===== config.mk =====
export PLATFORM = sky130hd
export DESIGN_NAME = reflet_bus_arbiter
export DESIGN_NICKNAME = d
export VERILOG_FILES = /design/src/rtl/reflet_bus_arbiter_pkg.sv /design/src/rtl/reflet_bus_arbiter.sv
export SDC_FILE = /design/constraint.sdc
export NUM_CORES = 1
export LEC_CHECK = 0
export BUFFER_PORTS_ARGS = -buffer_cell sky130_fd_sc_hd__buf_4
export CORE_MARGIN = 2
export CORE_UTILIZATION = 31
export CTS_BUF_LIST = sky130_fd_sc_hd__clkbuf_8
export DETAILED_ROUTE_END_ITERATION = 12
export GPL_TIMING_DRIVEN = 0
export PLACE_DENSITY = 0.82
export SETUP_SLACK_MARGIN = 0.02
export SYNTH_ARGS = -nofsm -noshare
export SYNTH_HDL_FRONTEND = slang
export SYNTH_SLANG_ARGS = --single-unit

===== constraint.sdc =====
create_clock -name clk -period 1.75 [get_ports clk]
set_clock_uncertainty 0.15 [all_clocks]
set_input_delay 0.0875 -clock clk [delete_from_list [all_inputs] [get_ports clk]]
set_output_delay 0.0875 -clock clk [all_outputs]
set_load 0.01 [all_outputs]

===== src/rtl/reflet_bus_arbiter_pkg.sv =====
// Shared encodings for the reflet two-master bus arbiter.
// Only plain localparams live here so the arbiter stays a single flat module.
package reflet_bus_arbiter_pkg;

  // Arbiter FSM state encoding
  localparam logic [1:0] ST_IDLE = 2'd0;
  localparam logic [1:0] ST_OWN0 = 2'd1;
  localparam logic [1:0] ST_OWN1 = 2'd2;

  // Read-data owner encoding (who issued the access one cycle ago)
  localparam logic [1:0] RD_NONE = 2'd0;
  localparam logic [1:0] RD_M0   = 2'd1;
  localparam logic [1:0] RD_M1   = 2'd2;

endpackage


===== src/rtl/reflet_bus_arbiter.sv =====
// Two-master bus arbiter: CPU (master 0) and DMA/debug (master 1) share one
// bus. Ownership is registered and bounded by max_burst when both masters
// compete, and every hand-over passes through one IDLE cycle. Read data is
// routed back one cycle later to whoever owned the bus on the access cycle.
module reflet_bus_arbiter
  import reflet_bus_arbiter_pkg::*;
#(
  parameter int wordsize  = 16,
  parameter int max_burst = 16
) (
  input  logic                clk,
  input  logic                reset,
  input  logic                m0_req,
  input  logic                m1_req,
  input  logic [wordsize-1:0] m0_addr,
  input  logic [wordsize-1:0] m1_addr,
  input  logic [wordsize-1:0] m0_data_out,
  input  logic [wordsize-1:0] m1_data_out,
  input  logic                m0_write_en,
  input  logic                m1_write_en,
  output logic                m0_grant,
  output logic                m1_grant,
  output logic [wordsize-1:0] m0_data_in,
  output logic [wordsize-1:0] m1_data_in,
  output logic [wordsize-1:0] bus_addr,
  output logic [wordsize-1:0] bus_data_out,
  output logic                bus_write_en,
  input  logic [wordsize-1:0] bus_data_in,
  output logic                busy
);

  localparam int CNT_W = (max_burst > 1) ? $clog2(max_burst) : 1;
  localparam logic [CNT_W-1:0] CNT_MAX = CNT_W'(max_burst - 1);

  logic [1:0]       state;
  logic [1:0]       state_next;
  logic             last_owner;
  logic             last_owner_next;
  logic [CNT_W-1:0] burst_cnt;
  logic [CNT_W-1:0] burst_cnt_next;
  logic [1:0]       rd_owner;

  // State, fairness history, burst counter and read-owner registers
  always_ff @(posedge clk or negedge reset) begin
    if (!reset) begin
      state      <= ST_IDLE;
      last_owner <= 1'b1;
      burst_cnt  <= '0;
      rd_owner   <= RD_NONE;
    end else begin
      state      <= state_next;
      last_owner <= last_owner_next;
      burst_cnt  <= burst_cnt_next;
      case (state)
        ST_OWN0: rd_owner <= RD_M0;
        ST_OWN1: rd_owner <= RD_M1;
        default: rd_owner <= RD_NONE;
      endcase
    end
  end

  // Next-state arbitration: tie-break on last owner, forced release at burst limit
  always_comb begin
    state_next      = state;
    last_owner_next = last_owner;
    burst_cnt_next  = '0;
    case (state)
      ST_IDLE: begin
        if (m0_req && m1_req)
          state_next = last_owner ? ST_OWN0 : ST_OWN1;
        else if (m0_req)
          state_next = ST_OWN0;
        else if (m1_req)
          state_next = ST_OWN1;
        else
          state_next = ST_IDLE;
      end
      ST_OWN0: begin
        if (!m0_req || (m1_req && (burst_cnt == CNT_MAX))) begin
          state_next      = ST_IDLE;
          last_owner_next = 1'b0;
        end else begin
          burst_cnt_next = (burst_cnt == CNT_MAX) ? burst_cnt : burst_cnt + CNT_W'(1);
        end
      end
      ST_OWN1: begin
        if (!m1_req || (m0_req && (burst_cnt == CNT_MAX))) begin
          state_next      = ST_IDLE;
          last_owner_next = 1'b1;
        end else begin
          burst_cnt_next = (burst_cnt == CNT_MAX) ? burst_cnt : burst_cnt + CNT_W'(1);
        end
      end
      default: state_next = ST_IDLE;
    endcase
  end

  assign m0_grant = (state == ST_OWN0);
  assign m1_grant = (state == ST_OWN1);
  assign busy     = m0_grant | m1_grant;

  // Shared bus mux: only the granted master reaches the bus, zeros when idle
  always_comb begin
    bus_addr     = '0;
    bus_data_out = '0;
    bus_write_en = 1'b0;
    if (m0_grant) begin
      bus_addr     = m0_addr;
      bus_data_out = m0_data_out;
      bus_write_en = m0_write_en;
    end else if (m1_grant) begin
      bus_addr     = m1_addr;
      bus_data_out = m1_data_out;
      bus_write_en = m1_write_en;
    end
  end

  assign m0_data_in = (rd_owner == RD_M0) ? bus_data_in : '0;
  assign m1_data_in = (rd_owner == RD_M1) ? bus_data_in : '0;

endmodule


==> reports/metrics.yaml <==
fin_area_mm2: 0.002517
hold_viol_final: 0
clkSlewWorstSetupHoldPaths_ps: 40
synth-seq-area-share: 0.2114
post-route-min-period_ps: 1885
cp_max_fo: 7
violations: "setup timing"
dr.pass1.iters: 4
fmaxAchievable_mhz: 530.5
synth.distinct_cells: 27
synth.area.mux_share: 0.02804
starting_density_of_the_core: 0.3210
p_seq_frac: 0.102
drive_gt1_frac: 0.6477
drt_wirelength_um: 5299
detailroute.wirelength.met3_um: 576
power.ir.vdd_worst_mv: 0.9331
synth-edff-count: 0
power_switching_share: 0.4070
finalWeightedCongestion: 0.8180
avgViaCountPerCell: 4.741
multi_input_area_um2: 830.8
placement.cell_area_mm2: 0.002277
yosysMostFrequentCell: "a22o_1"
leakage_nw: 1.390
synth.ff_latch_count: 9
timing.critical_path.required_ps: 1510
power.net_switching_mw: 1.302
clock_power_share: 0.072
std_cell_core_area_mm2: 0.003337
post_route_drc: 0
setup.worst_path.class: "flop to primary output"
synth.area.top_cells: "a22o_1 (27%), and2_1 (19%), dfrtp_1 (19%)"
max-clock-path-buffers: 2
die_w_um: 62.78
syn_area_per_cell_um2: 8.433
antenna_found_initial: 0
unrepaired_setup_endpoints_after_global_routing: "yes"
intPower_mw: 1.897
synthCells: 127
area.sequential_um2: 226.5
worst_ep_arrival_time_ps: 1650
drt_iter0_drc: 61
grt.total_usage: 0.2505
topRoutingLayerUsed: "met4"
timing.max_cap.violations: 0
diodes: 0
status: "finished with violations"
final_min_period_over_clock_period: 1.077
power.density_mw_per_mm2: 1270
clock-root-buffer: "clkbuf_8"
synth_nets: 218
synthSimpleGateAreaFrac: 0.3201
die_y_um: 62.78
detail-route-antenna-nets: 0
yosys.area_share.xor_xnor: 0.008178
layout.nets: 390
fill_cells: 272
yosys_warnings: 0
dr_total_vias: 1631
met2WireLength_um: 2497
post_synth_instance_area_mm2: 0.001071
report.final.slew_viol_count: 0
io_buffer_count: 153
clock-sinks: 9
hold_class: "input pin to flop"
netlist.top_cell.by_area: "a22o_1"
synth_async_sr_flop_share: 1.000
post-route-util: 0.7544
standard_cell_rows: 21
wirelength_met1_um: 2207
largest_family_of_logic_cells_by_synthesized_area: "compound AO/OA/AOI/OAI gates"
grt_pass1_vias: 1453
timing.critical_path.from_type: "flop"
setup_slack_ps: -135.1
tightestPinTransition_ps: 287.2
p_comb_frac: 0.827
clock_latency_ps: 230
grt_max_degree: 11
first_pass_grt_wire_length_um: 7783
avgRoutedWirePerCell_um: 15.40
tritoncts.num_buffers: 3
htree_num_levels: 1
cts_tree: "built"
whs_ps: 31.35
top_level_ports: 154
synth_top_cell_area_share: 0.2699
max-slew-margin-rel: 0.8081
yosys-top-cells-count: "a22o_1 (33), and2_1 (32), dfrtp_1 (8), buf_2 (7), nand2_1 (7)"
synthAdderAreaFrac: 0.05841
gr-total-overflow: 0
dominantRegCellSynth: "dfrtp_1"
synth_compound_gate_area_share: 0.3236
cp-end-kind: "primary output"
synth_to_final_area_change_pct: 135.0
die-area_mm2: 0.003941
dp_hpwl_um: 4208
setup_violation_total_in_the_final_timing_report: 32
==> worst max-delay path: stages (launching register included) <==
cell     delay (ps)
dfrtp_1         410
inv_2           110
ha_4            150
inv_4            40
nor2_4          250
buf_6           160
a22o_1          170
buf_6           120
==> routing by layer <==
layer	vias up	global-route usage
met5	-	0
met4	0	0.02500
met3	4	0.1189
met2	74	0.4059
met1	748	0.3133
li1	805	-
==> cell families after synthesis <==
group / Yosys count
simple gates: 57
compound gates: 40
buf+inv: 12
flops: 9
fa+ha+maj: 5
mux: 3
xor+xnor: 1
==> area by class of cell <==
class,count,area share
clock buffers,3,0.01640
well taps,46,0.02286
flip-flops and latches,9,0.08996
repair buffers,168,0.5094
clock inverters,1,0.001491
inverters,3,0.005467
plain buffers,8,0.02435
multi-input cells,106,0.3300
==> sequential cells by signal (all words and copies together) (netlist names) <==
register,count
burst_cnt,4
last_owner,1
rd_owner,2
state,2
==> metrics by stage <==
step	total power [mW]	TNS, ps	worst slack (ps)	cells
2_1_floorplan	1.466	0	146.6	127
3_3_place_gp	2.540	-2137	-88.66	326
3_5_place_dp	2.561	-2719	-115.1	326
4_1_cts	3.109	-2894	-117.5	342
5_1_grt	3.388	-4388	-167.6	344
6_report	3.198	-2724	-135.1	344
==> power by group through the flow <==
| stage | clock network, mW | registers (mW) | logic (mW) |
|---|---|---|---|
| floorplan | 0 | 0.304 | 1.16 |
| global placement | 0 | 0.311 | 2.23 |
| detailed placement | 0 | 0.317 | 2.24 |
| CTS | 0.236 | 0.321 | 2.55 |
| global route | 0.248 | 0.332 | 2.81 |
| finish | 0.229 | 0.325 | 2.64 |
==> timing repair <==
item / 4_1_cts / 5_1_grt
endpoints found under the setup margin: 51 / 53
hold buffers: 1 / 0
buffers inserted: 8 / 3
hold endpoints to repair: 9 / 0
gates cloned: 3 / 0
resized for setup: 23 / 9
pin swaps: 2 / 3
==> cells in the final DEF, fill, tap and decap left out <==
cell	count
a31oi_1	1
buf_6	8
inv_1	1
nand2b_1	1
nor2_4	1
a2111oi_2	1
nor3b_1	1
buf_2	2
nor3_1	2
nor2b_2	2
o211ai_2	1
nor2b_4	1
nor2_1	4
ha_1	3
ha_4	2
buf_4	163
inv_2	2
clkbuf_2	2
o21ai_0	2
dlygate4sd3_1	1
o21ai_2	1
nand3_1	3
a21oi_1	1
nand2_1	7
inv_4	1
or2b_1	1
and2_1	32
mux2i_1	3
a22o_1	33
dfstp_2	1
xnor2_1	1
nand3_4	1
clkbuf_8	3
nor3_2	1
dfrtp_1	8
==> path summary, 6_finish.rpt <==
path | cells after the start | startpoint | to | slack, ps
setup / recovery | 7 | state[0] | bus_addr[12] | -140
hold / removal | 3 | m0_req | state[0] | 30
setup reg to reg | 6 | state[0] | burst_cnt[3] | 110
hold reg to reg | 2 | last_owner | last_owner | 400
max in group asynchronous | 2 | reset | last_owner | 1160
min in group asynchronous | 2 | reset | burst_cnt[1] | 70
Power figures use the tool's default switching activity.
